### config.mk
export PLATFORM = sky130hd
export DESIGN_NAME = riscv_keypad_scanner
export DESIGN_NICKNAME = d
export VERILOG_FILES = /design/src/rtl/riscv_keypad_scanner.sv
export SDC_FILE = /design/constraint.sdc
export NUM_CORES = 1
export LEC_CHECK = 0
export ABC_AREA = 0
export CAP_MARGIN = 0
export CELL_PAD_IN_SITES_DETAIL_PLACEMENT = 1
export CELL_PAD_IN_SITES_GLOBAL_PLACEMENT = 2
export CORE_ASPECT_RATIO = 0.7
export CORE_MARGIN = 5
export CORE_UTILIZATION = 38
export DETAILED_ROUTE_END_ITERATION = 10
export HOLD_SLACK_MARGIN = 0.03
export PLACE_DENSITY_LB_ADDON = 0.1
export SYNTH_ARGS = -nofsm -noshare
export SYNTH_HDL_FRONTEND = slang
export SYNTH_SLANG_ARGS = --single-unit
### constraint.sdc
create_clock -name clk -period 2.4 [get_ports clk]
set_input_delay 0.36 -clock clk [delete_from_list [all_inputs] [get_ports clk]]
set_output_delay 0.36 -clock clk [all_outputs]
set_load 0.02 [all_outputs]
### src/rtl/riscv_keypad_scanner.sv
// 4x4 active-low matrix keypad scanner with press/release debounce.
// Produces {key_valid, key_code} for the memory-mapped IO bridge (0xfffffc08).
module riscv_keypad_scanner #(
  parameter logic [15:0] SCAN_DIV     = 16'd50000,
  parameter logic [7:0]  DEBOUNCE_CNT = 8'd4
) (
  input  logic       clk,
  input  logic       rst,
  input  logic [3:0] col_in,
  output logic [3:0] row_out,
  output logic [4:0] keyboard,
  output logic       key_pulse
);

  typedef enum logic [1:0] {SCAN, DEBOUNCE, HOLD, RELEASE} state_t;

  state_t      state, state_n;
  logic [3:0]  sync1, col_s;
  logic [15:0] div;
  logic        tick;
  logic [1:0]  row_idx, row_n;
  logic [1:0]  key_col, col_n;
  logic [7:0]  cnt, cnt_n;
  logic [4:0]  kb_n;
  logic        pulse_n;
  logic        hit;
  logic [1:0]  hit_col;

  function automatic logic [3:0] key_map(input logic [1:0] r, input logic [1:0] c);
    case ({r, c})
      4'h0:    key_map = 4'h1;
      4'h1:    key_map = 4'h2;
      4'h2:    key_map = 4'h3;
      4'h3:    key_map = 4'hA;
      4'h4:    key_map = 4'h4;
      4'h5:    key_map = 4'h5;
      4'h6:    key_map = 4'h6;
      4'h7:    key_map = 4'hB;
      4'h8:    key_map = 4'h7;
      4'h9:    key_map = 4'h8;
      4'hA:    key_map = 4'h9;
      4'hB:    key_map = 4'hC;
      4'hC:    key_map = 4'hE;
      4'hD:    key_map = 4'h0;
      4'hE:    key_map = 4'hF;
      default: key_map = 4'hD;
    endcase
  endfunction

  assign tick    = (div == SCAN_DIV - 16'd1);
  assign row_out = ~(4'b0001 << row_idx);

  // Only a single low column counts; multi-key patterns are treated as idle.
  always_comb begin
    hit     = 1'b1;
    hit_col = 2'd0;
    case (col_s)
      4'b1110: hit_col = 2'd0;
      4'b1101: hit_col = 2'd1;
      4'b1011: hit_col = 2'd2;
      4'b0111: hit_col = 2'd3;
      default: hit     = 1'b0;
    endcase
  end

  always_ff @(posedge clk or posedge rst) begin
    if (rst) begin
      sync1 <= '1;
      col_s <= '1;
      div   <= '0;
    end else begin
      sync1 <= col_in;
      col_s <= sync1;
      div   <= tick ? '0 : div + 16'd1;
    end
  end

  always_ff @(posedge clk or posedge rst) begin
    if (rst) begin
      state     <= SCAN;
      row_idx   <= '0;
      key_col   <= '0;
      cnt       <= '0;
      keyboard  <= '0;
      key_pulse <= 1'b0;
    end else begin
      state     <= state_n;
      row_idx   <= row_n;
      key_col   <= col_n;
      cnt       <= cnt_n;
      keyboard  <= kb_n;
      key_pulse <= pulse_n;
    end
  end

  // The row is frozen outside SCAN, so row_idx doubles as the latched key row.
  always_comb begin
    state_n = state;
    row_n   = row_idx;
    col_n   = key_col;
    cnt_n   = cnt;
    kb_n    = keyboard;
    pulse_n = 1'b0;
    if (tick) begin
      case (state)
        SCAN: begin
          if (hit) begin
            col_n   = hit_col;
            cnt_n   = '0;
            state_n = DEBOUNCE;
          end else begin
            row_n = row_idx + 2'd1;
          end
        end
        DEBOUNCE: begin
          if (hit && (hit_col == key_col)) begin
            if (cnt == DEBOUNCE_CNT - 8'd1) begin
              kb_n    = {1'b1, key_map(row_idx, key_col)};
              pulse_n = 1'b1;
              state_n = HOLD;
            end else begin
              cnt_n = cnt + 8'd1;
            end
          end else begin
            state_n = SCAN;
            row_n   = row_idx + 2'd1;
          end
        end
        HOLD: begin
          if (col_s[key_col]) begin
            cnt_n   = '0;
            state_n = RELEASE;
          end
        end
        RELEASE: begin
          if (col_s[key_col]) begin
            if (cnt == DEBOUNCE_CNT - 8'd1) begin
              kb_n[4] = 1'b0;
              state_n = SCAN;
              row_n   = row_idx + 2'd1;
            end else begin
              cnt_n = cnt + 8'd1;
            end
          end else begin
            state_n = HOLD;
          end
        end
        default: state_n = SCAN;
      endcase
    end
  end

endmodule

==> metrics.txt, run 1 <==
average routed wire per standard cell=14.7 um; endpoint required time on the critical path=2040 ps; first-pass GRT wire length=roughly 8300 um; Final Hold Fails=0; Reg2Reg Depth=6; tightest hold margin=around 360 ps; count of flip-flops with a built-in enable after synthesis=0; Final Max Tran Viols=0; via count=1711; Placed Cells incl. Taps=323; endpoint type of the worst setup path=primary output; Yosys top cell area share=~37%; via count of the first global-routing pass=1675; number of filler instances in the final layout=721; fin crit period=2230 ps; initial antenna violation count=0; final instance area=roughly 0.0028 mm2; Synth Cell Area=0.00241 mm2; relative area change from synthesis to final layout=14.5%; met3 usage=between 3 and 4%; Initial Utilization=just under 40%; ports placed on the boundary=16; met2 capacity usage during global routing=between 15 and 20%; Tightest Pin Transition=about 520 ps; detailed router's first-iteration violation count=72; Port-buffer cells=15; clock tree from TritonCTS=built; final count of negative-setup-slack endpoints=0; Power, Total=about 1.4 mW; Detailed Place HPWL=between 3000 and 4000 um; die outline height=between 70 and 80 um; post-synthesis async set-or-reset flop share=between 90% and 100%; buffers inserted by post-CTS timing repair=0; global routing usage on met1=20.5%; Post-CTS Hold Buffers=0; detailed-route DRC error count=0; Die Outline Area=0.00807 mm2; count of warnings emitted by yosys=0; cell with the most instances after synthesis=sky130_fd_sc_hd__dfrtp_1; Post-DRT Antenna Nets=0; top cells by count, synth=sky130_fd_sc_hd__dfrtp_1 (36), sky130_fd_sc_hd__nor2_1 (19), sky130_fd_sc_hd__nand3_1 (17); kind of launch point of the worst setup path=flop; leakage component of the power=between 1 and 1.5 nW; Yosys top cell by area=sky130_fd_sc_hd__dfrtp_1; clock-pin slew reported for the worst setup and hold paths after clock tree synthesis=around 90 ps; arrival time at the worst endpoint=roughly 1900 ps; most used flip-flop cell after synthesis=sky130_fd_sc_hd__dfrtp_1; highest net fanout along the worst path=11; number of buffers inserted during clock tree synthesis=5; worst slew margin relative to its limit=65.3%; most congested layer reported by global routing=met1; syn_nets=approximately 260; setup_tns=0 ps; Pwr per Cell Area=a little under 500 mW/mm2; count of placed standard cells in the final layout, fillers left out=331; IR Drop Worst-Case VDD=approximately 260 uV; number of violations of the max-capacitance limit=0; pin count of the biggest net entering global routing=24; RSZ-0062 raised after global routing=false; register area share after synthesis=between 40 and 50%; Clock Latency Late Sink=roughly 300 ps; critical setup path kind=reg -> out; part of the cycle the worst path needs=between 90% and 100%; all-layer global routing usage=12.8%; synthesis-stage register bit count=between 40 and 50; die extent in x=between 100 and 150 um; instance area at placement=approximately 0.0027 mm2; final setup skew=7.85 ps; Diodes inserted=0; count of unique library cells instantiated by Yosys=47; GRT overflow=0; clock tree buffer depth=2; leading post-synthesis cells by cell area=sky130_fd_sc_hd__dfrtp_1 (37%), sky130_fd_sc_hd__dfstp_2 (8.7%), sky130_fd_sc_hd__ha_1 (8.3%), sky130_fd_sc_hd__nand3_1 (3.5%), sky130_fd_sc_hd__xor2_1 (3.3%); worst hold path depth=0; final routed wirelength across all metal layers=around 4900 um; layout net count=274; number of optimization iterations in the first detailed-route pass=4; Core Area=slightly above 0.006 mm2; min-delay worst type=reg -> reg; Clock Root Buffer=sky130_fd_sc_hd__clkbuf_8; status=finished, final reports clean; maximum clock frequency=between 0.4 and 0.5 GHz; sinks on the clock net=44; cell count after synthesis=234; share of cells above drive strength 1=between 10% and 20%; number of instances resized during post-cts repair=0; Avg Cell Area, Syn=approximately 10 um2; Vias/cell=~5.2; H-tree levels=2; row count=24; routability congestion estimate from global placement=0.771
## area by class of cell
type	instances	area [um2]	share of cell area (%)
clock buffers	6	72.6	2.63
multi-input cells	164	1180	42.8
clock inverters	2	35.0	1.27
flip-flops and latches	44	1110	40.2
well taps	78	97.6	3.53
repair buffers	20	200	7.24
inverters	17	63.8	2.31
## final timing paths
path / to / slack [ps] / start
max reg2reg: state[1] / 190 / col_s[3]
min: col_s[1] / 360 / sync1[1]
max: row_out[0] / 170 / row_idx[1]
min reg2reg: col_s[1] / 360 / sync1[1]
min in group asynchronous: key_col[0] / 420 / rst
max in group asynchronous: div[4] / 1480 / rst
## flip-flops by register name (all words and copies together), names as in the netlist
name       cells
key_col        2
cnt            8
sync1          4
state          2
col_s          4
div           16
keyboard       5
key_pulse      1
row_idx        2
## routing by layer
layer | routed length, um | vias to the layer above
met3 | 165 | 4
li1 | - | 841
met2 | 1850 | 23
met5 | 0 | -
met1 | 2820 | 843
met4 | 34 | 0
## logic make-up (layout without fill, tap and decap cells)
| group | Yosys count | after routing | synth area share, % |
|---|---|---|---|
| xor+xnor | 16 | 16 | 5.81 |
| fa+ha+maj | 16 | 16 | 8.29 |
| compound gates | 36 | 36 | 9.69 |
| simple gates | 85 | 85 | 19.8 |
| buf+inv | 26 | 45 | 4.92 |
| flops | 44 | 44 | 46.0 |
| mux | 11 | 11 | 5.44 |
## placed cells by master, fill, tap and decap left out, types with 7 or more instances in the layout
cell	count
sky130_fd_sc_hd__xor2_1	9
sky130_fd_sc_hd__clkdlybuf4s50_1	15
sky130_fd_sc_hd__dfrtp_1	36
sky130_fd_sc_hd__nand2_1	16
sky130_fd_sc_hd__nand3_1	17
sky130_fd_sc_hd__ha_1	16
sky130_fd_sc_hd__o21ai_1	12
sky130_fd_sc_hd__xnor2_1	7
sky130_fd_sc_hd__inv_1	14
sky130_fd_sc_hd__nor2_1	19
sky130_fd_sc_hd__dfstp_2	8
## worst max-delay path, stage by stage, from the launching register on
cell	delay, ps
sky130_fd_sc_hd__dfrtp_1	560
sky130_fd_sc_hd__inv_1	160
sky130_fd_sc_hd__ha_1	210
sky130_fd_sc_hd__inv_1	50
sky130_fd_sc_hd__clkdlybuf4s50_1	590
## metrics by stage
| stage | utilization, % | setup WS [ps] |
|---|---|---|
| 2_1_floorplan | - | 332 |
| 3_3_place_gp | 42.9 | 188 |
| 3_5_place_dp | 42.9 | 191 |
| 4_1_cts | 44.7 | 153 |
| 5_1_grt | 44.7 | 39.0 |
| 6_report | 44.7 | 169 |
## power by group
group	total, mW	internal, mW	switching (mW)	leakage [nW]
registers	0.761	0.753	0.00792	0.573
clock network	0.571	0.309	0.261	0.0552
logic	0.0425	0.0188	0.0237	0.590
Note: power is estimated with default switching activity, not from simulation.
==> run 2: changes to the inputs <==
--- a/config.mk
+++ b/config.mk
@@ -13,6 +13,7 @@
 export CORE_MARGIN = 5
 export CORE_UTILIZATION = 38
 export DETAILED_ROUTE_END_ITERATION = 10
+export GPL_TIMING_DRIVEN = 0
 export HOLD_SLACK_MARGIN = 0.03
 export PLACE_DENSITY_LB_ADDON = 0.1
 export SYNTH_ARGS = -nofsm -noshare
==> run 2 against run 1 <==
Compared with the run above:
- via count increased by 0.41%
- fmax decreased by 1.1%
- global-route usage increased by 0.067 points
- wire length increased by 3.8%
- final area increased by 0.32%
- largest cell class unchanged
==> metrics.txt, run 2 (synthesis results as in run 1) <==
leading cell types in the layout, fill and taps excluded=sky130_fd_sc_hd__dfrtp_1 (36), sky130_fd_sc_hd__nor2_1 (19), sky130_fd_sc_hd__nand3_1 (17), sky130_fd_sc_hd__nand2_1 (16), sky130_fd_sc_hd__ha_1 (16); Initial Utilization=around two fifths; maximum clock frequency=between 0.4 and 0.5 GHz; worst slew margin relative to its limit=roughly two thirds; clock tree buffer depth=2; via count=1718; Port-buffer cells=15; Die Outline Area=0.00807 mm2; RSZ-0062 raised after global routing=false; Vias/cell=roughly 5; highest net fanout along the worst path=8; status=finished, final reports clean; Detailed Place HPWL=roughly 3800 um; initial antenna violation count=0; Final Hold Fails=0; endpoint required time on the critical path=approximately 2600 ps; buffers inserted by post-CTS timing repair=0; Clock Root Buffer=sky130_fd_sc_hd__clkbuf_8; final routed wirelength across all metal layers=approximately 5100 um; critical setup path kind=reg -> reg; number of violations of the max-capacitance limit=0; die outline height=between 70 and 80 um; min-delay worst type=in -> async; leading registers by flop count=div (16), cnt (8), keyboard (5); relative area change from synthesis to final layout=14.9%; die extent in x=105 um; flip-flop count of the largest register after layout=16; Reg with most FFs=div; number of buffers inserted during clock tree synthesis=5; sinks on the clock net=between 40 and 50; clock tree from TritonCTS=built; final count of negative-setup-slack endpoints=0; IR Drop Worst-Case VDD=~220 uV; Post-DRT Antenna Nets=0; Pwr per Cell Area=between 400 and 500 mW/mm2; part of the cycle the worst path needs=94.0%; Tightest Pin Transition=between 400 and 500 ps; first-pass GRT wire length=8560 um; Clock Latency Late Sink=roughly 290 ps; H-tree levels=2; arrival time at the worst endpoint=2470 ps; all-layer global routing usage=between 10% and 20%; detailed router's first-iteration violation count=39; leakage component of the power=1.22 nW; average routed wire per standard cell=between 15 and 20 um; routability congestion estimate from global placement=0.703; commonest non-fill, non-tap cell in the layout=sky130_fd_sc_hd__dfrtp_1; GRT overflow=0; layout net count=~280; detailed-route DRC error count=0; Final Max Tran Viols=0; via count of the first global-routing pass=1700; ports placed on the boundary=16; number of optimization iterations in the first detailed-route pass=4; Power, Total=between 1 and 1.5 mW; kind of launch point of the worst setup path=flop; setup_tns=0 ps; fin crit period=around 2300 ps; Diodes inserted=0; clock-pin slew reported for the worst setup and hold paths after clock tree synthesis=around 80 ps; endpoint type of the worst setup path=flop; share of cells above drive strength 1=between 10 and 15%; Core Area=roughly 0.0062 mm2; final setup skew=7.95 ps; row count=24; pin count of the biggest net entering global routing=33
-- run 2: final timing paths --
check / from / end / slack [ps] / depth (start not counted)
max in group asynchronous: rst / col_s[2] / 1520 / 3
setup / recovery: col_s[2] / cnt[3] / 140 / 7
hold reg to reg: sync1[0] / col_s[0] / 360 / 0
min in group clk: sync1[0] / col_s[0] / 360 / 0
hold / removal: rst / cnt[3] / 340 / 2
setup reg to reg: col_s[2] / cnt[3] / 140 / 7
-- run 2: timing repair --
item / 4_1_cts / 5_1_grt
hold buffers: 0 / 0
endpoints found under the setup margin: 2 / 3
gates resized for setup: 1 / 4
-- run 2: area by class of cell --
type	instances	area, um2
well taps	78	97.6
flip-flops and latches	44	1110
fillers	715	3410
inverters	17	63.8
multi-input cells	164	1190
repair buffers	16	170
clock buffers	7	76.3
plain buffers	9	57.6
clock inverters	1	5.00
-- run 2: critical path, stage by stage (launching register included) --
cell,delay [ps]
sky130_fd_sc_hd__dfstp_2,520
sky130_fd_sc_hd__buf_4,140
sky130_fd_sc_hd__or3b_1,370
sky130_fd_sc_hd__a211oi_2,240
sky130_fd_sc_hd__or3_2,200
sky130_fd_sc_hd__nand4_4,160
sky130_fd_sc_hd__or3_1,380
sky130_fd_sc_hd__a21boi_1,170
-- run 2: report_power, final --
part / leakage [nW] / internal (mW) / switching (mW) / total [mW]
combinational: 0.607 / 0.0211 / 0.0304 / 0.0515
sequential: 0.573 / 0.753 / 0.00331 / 0.756
clock: 0.0422 / 0.205 / 0.241 / 0.446
total: 1.22 / 0.979 / 0.275 / 1.25
-- run 2: metal layers --
metal  wire length, um  vias to the layer above  track usage [%]  share of wire (%)
met1              2810                      843             19.7                 56
met3               172                        5             3.19                3.4
met5                 0                        -                0                  0
met4                31                        0             2.68               0.61
met2              2050                       20             18.1                 40
li1                  -                      850                -                  -
-- run 2: per-stage QoR --
step	instance area, um2	setup slack [ps]	hold slack [ps]	std cells	utilization, %
6_report	2770	143	336	336	44.8
5_1_grt	2770	34.1	356	336	44.8
4_1_cts	2760	6.37	339	336	44.7
3_5_place_dp	2680	138	347	328	43.3
3_3_place_gp	2660	17.9	346	327	43.0
2_1_floorplan	2410	332	345	234	-
==> run 3: changes to the inputs <==
==> config.mk (replaced) <==
export PLATFORM = sky130hd
export DESIGN_NAME = riscv_keypad_scanner
export DESIGN_NICKNAME = d
export VERILOG_FILES = /design/src/rtl/riscv_keypad_scanner.sv
export SDC_FILE = /design/constraint.sdc
export NUM_CORES = 1
export LEC_CHECK = 0
export ABC_AREA = 0
export CAP_MARGIN = 0
export CORE_ASPECT_RATIO = 0.7
export CORE_MARGIN = 5
export CORE_UTILIZATION = 45
export DETAILED_ROUTE_END_ITERATION = 10
export GPL_TIMING_DRIVEN = 0
export HOLD_SLACK_MARGIN = 0.03
export PLACE_DENSITY = 0.66
export SYNTH_ARGS = -nofsm -noshare
export SYNTH_HDL_FRONTEND = slang
export SYNTH_SLANG_ARGS = --single-unit
export TNS_END_PERCENT = 10
==> constraint.sdc (replaced) <==
create_clock -name clk -period 1.95 [get_ports clk]
set_input_delay 0.2925 -clock clk [delete_from_list [all_inputs] [get_ports clk]]
set_output_delay 0.2925 -clock clk [all_outputs]
set_load 0.02 [all_outputs]
==> run 3 against run 2 <==
Compared with the run above:
- the flow now finishes with violations (setup timing)
- via count is 0.29% higher
- count of clock-buffer cells in the layout is 1 lower
- sequential power is 24% higher
- die area is 14% lower
- final cell count is 2.1% higher
- non-clock buffer count is 13 higher
- worst hold slack worse by 30 ps
- combinational power is 32% higher
- first-iteration DRC count is 33% higher
- clock power is 53% higher
==> metrics.txt, run 3 (synthesis results as in run 1) <==
worst slew margin relative to its limit=approximately 72%; ports placed on the boundary=16; H-tree levels=2; Die Outline Area=between 0.006 and 0.007 mm2; Detailed Place HPWL=around 3200 um; fraction of power consumed by the clock network=about 41%; leakage component of the power=1.32 nW; share of cells above drive strength 1=approximately 23%; final routed wirelength across all metal layers=about 4500 um; Pwr per Cell Area=around 570 mW/mm2; detailed-route DRC error count=0; number of filler instances in the final layout=roughly 480; endpoint required time on the critical path=~2100 ps; initial antenna violation count=0; Diodes inserted=0; first-pass GRT wire length=7550 um; Reg with most FFs=div; kind of launch point of the worst setup path=flop; highest net fanout along the worst path=4; Psw=0.347 mW; Clock Root Buffer=sky130_fd_sc_hd__clkbuf_8; number of buffers inserted during clock tree synthesis=5; arrival time at the worst endpoint=2250 ps; clock tree from TritonCTS=built; IR Drop Worst-Case VDD=roughly 430 uV; sequential power share=~55%; Port-buffer cells=15; fin crit period=2080 ps; number of violations of the max-capacitance limit=0; leading cell types in the layout, fill and taps excluded=sky130_fd_sc_hd__dfrtp_1 (36), sky130_fd_sc_hd__nor2_1 (18), sky130_fd_sc_hd__nand3_1 (17); number of optimization iterations in the first detailed-route pass=4; Vias/cell=around 5.0; die outline height=roughly 71 um; flip-flop count of the largest register after layout=16; clock tree buffer depth=2; fin util=between 50 and 60%; row count=22; RSZ-0062 raised after global routing=true; commonest non-fill, non-tap cell in the layout=sky130_fd_sc_hd__dfrtp_1; combined area of the multi-input logic cells=0.00126 mm2; part of the cycle the worst path needs=107%; tightest hold margin=approximately 310 ps; routability congestion estimate from global placement=about 0.8; pin count of the biggest net entering global routing=28; switching share of power=between 20% and 30%; Final Worst Setup Slack=-129 ps; Comb pwr share=under 10%; Clock Latency Late Sink=290 ps; GRT overflow=0; Final Max Tran Viols=0; via count of the first global-routing pass=between 1500 and 2000; via count=approximately 1700; violated checks=setup timing; Tightest Pin Transition=between 400 and 500 ps; die extent in x=between 90 and 100 um; endpoint type of the worst setup path=flop; detailed router's first-iteration violation count=between 50 and 60; internal power of the cells=1.34 mW; layout net count=292; final count of negative-setup-slack endpoints=11; Initial Utilization=46.1%; final setup skew=6.50 ps; clock-pin slew reported for the worst setup and hold paths after clock tree synthesis=roughly 80 ps; maximum clock frequency=0.481 GHz; all-layer global routing usage=between 10 and 15%; sinks on the clock net=44; Core Area=0.00523 mm2; leading registers by flop count=div (16), cnt (8), keyboard (5); relative area change from synthesis to final layout=23.1%; status=finished with violations; min-delay worst type=in -> async; Final Hold Fails=0; average routed wire per standard cell=approximately 13 um; Storage cell area=between 0.001 and 0.0015 mm2; critical setup path kind=reg -> reg; Post-DRT Antenna Nets=0
==> run 3: per-layer routing <==
metal / GRT usage [%] / up-vias / part of all wire [%]
li1: - / 876 / -
met1: 19.5 / 814 / 52
met2: 19.7 / 27 / 43
met3: 3.31 / 6 / 3.3
met4: 4.15 / 0 / 1.2
met5: 0 / - / 0
==> run 3: stage by stage <==
step | instances | setup TNS, ps | total power, mW | area [um2] | worst slack, ps
3_3_place_gp | 321 | -13800 | 1.00 | 2660 | -310
6_report | 343 | -718 | 1.69 | 2970 | -129
2_1_floorplan | 234 | -583 | 0.986 | 2420 | -101
4_1_cts | 332 | -1940 | 1.71 | 2830 | -211
5_1_grt | 343 | -1900 | 1.77 | 2970 | -201
3_5_place_dp | 322 | -3390 | 1.01 | 2680 | -267
==> run 3: timing repair <==
action / CTS / global route
buffers inserted: 4 / 12
setup endpoints to repair: 21 / 23
hold buffers: 0 / 0
gates resized for setup: 12 / 16
pin swaps: 14 / 10
==> run 3: final timing paths <==
path / endpoint / startpoint / slack, ps / cells after the start
worst max-delay path: state[1] / col_s[2] / -130 / 6
worst min-delay path: cnt[1] / rst / 310 / 2
worst max register to register: state[1] / col_s[2] / -130 / 6
worst min register to register: col_s[3] / sync1[3] / 360 / 0
max in group asynchronous: col_s[0] / rst / 1090 / 3
min in group clk: col_s[3] / sync1[3] / 360 / 0
==> run 3: final cells by class <==
cell class                      instances  share of cell area, %
Multi-Input combinational cell        164                   42.4
Sequential cell                        44                   37.4
Timing Repair Buffer                   32                   9.65
Tap cell                               72                   3.03
Clock buffer                            6                   2.44
Inverter                               17                   2.15
Buffer                                  6                   1.73
Clock inverter                          2                   1.18
==> run 3: power groups by stage <==
stage / registers (mW) / clock network, mW / logic [mW]
after floorplan: 0.947 / 0 / 0.0389
after global placement: 0.948 / 0 / 0.0574
after detailed placement: 0.948 / 0 / 0.0633
after CTS: 0.933 / 0.712 / 0.0605
after global routing: 0.936 / 0.756 / 0.0753
final: 0.934 / 0.684 / 0.0679
==> run 3: critical path, cell delays in order (launching register included) <==
cell                       delay [ps]
sky130_fd_sc_hd__dfstp_2          530
sky130_fd_sc_hd__or3b_4           380
sky130_fd_sc_hd__a211oi_4         250
sky130_fd_sc_hd__o21ai_2          120
sky130_fd_sc_hd__a21boi_1         150
sky130_fd_sc_hd__o211ai_2         210
sky130_fd_sc_hd__mux2_4           320
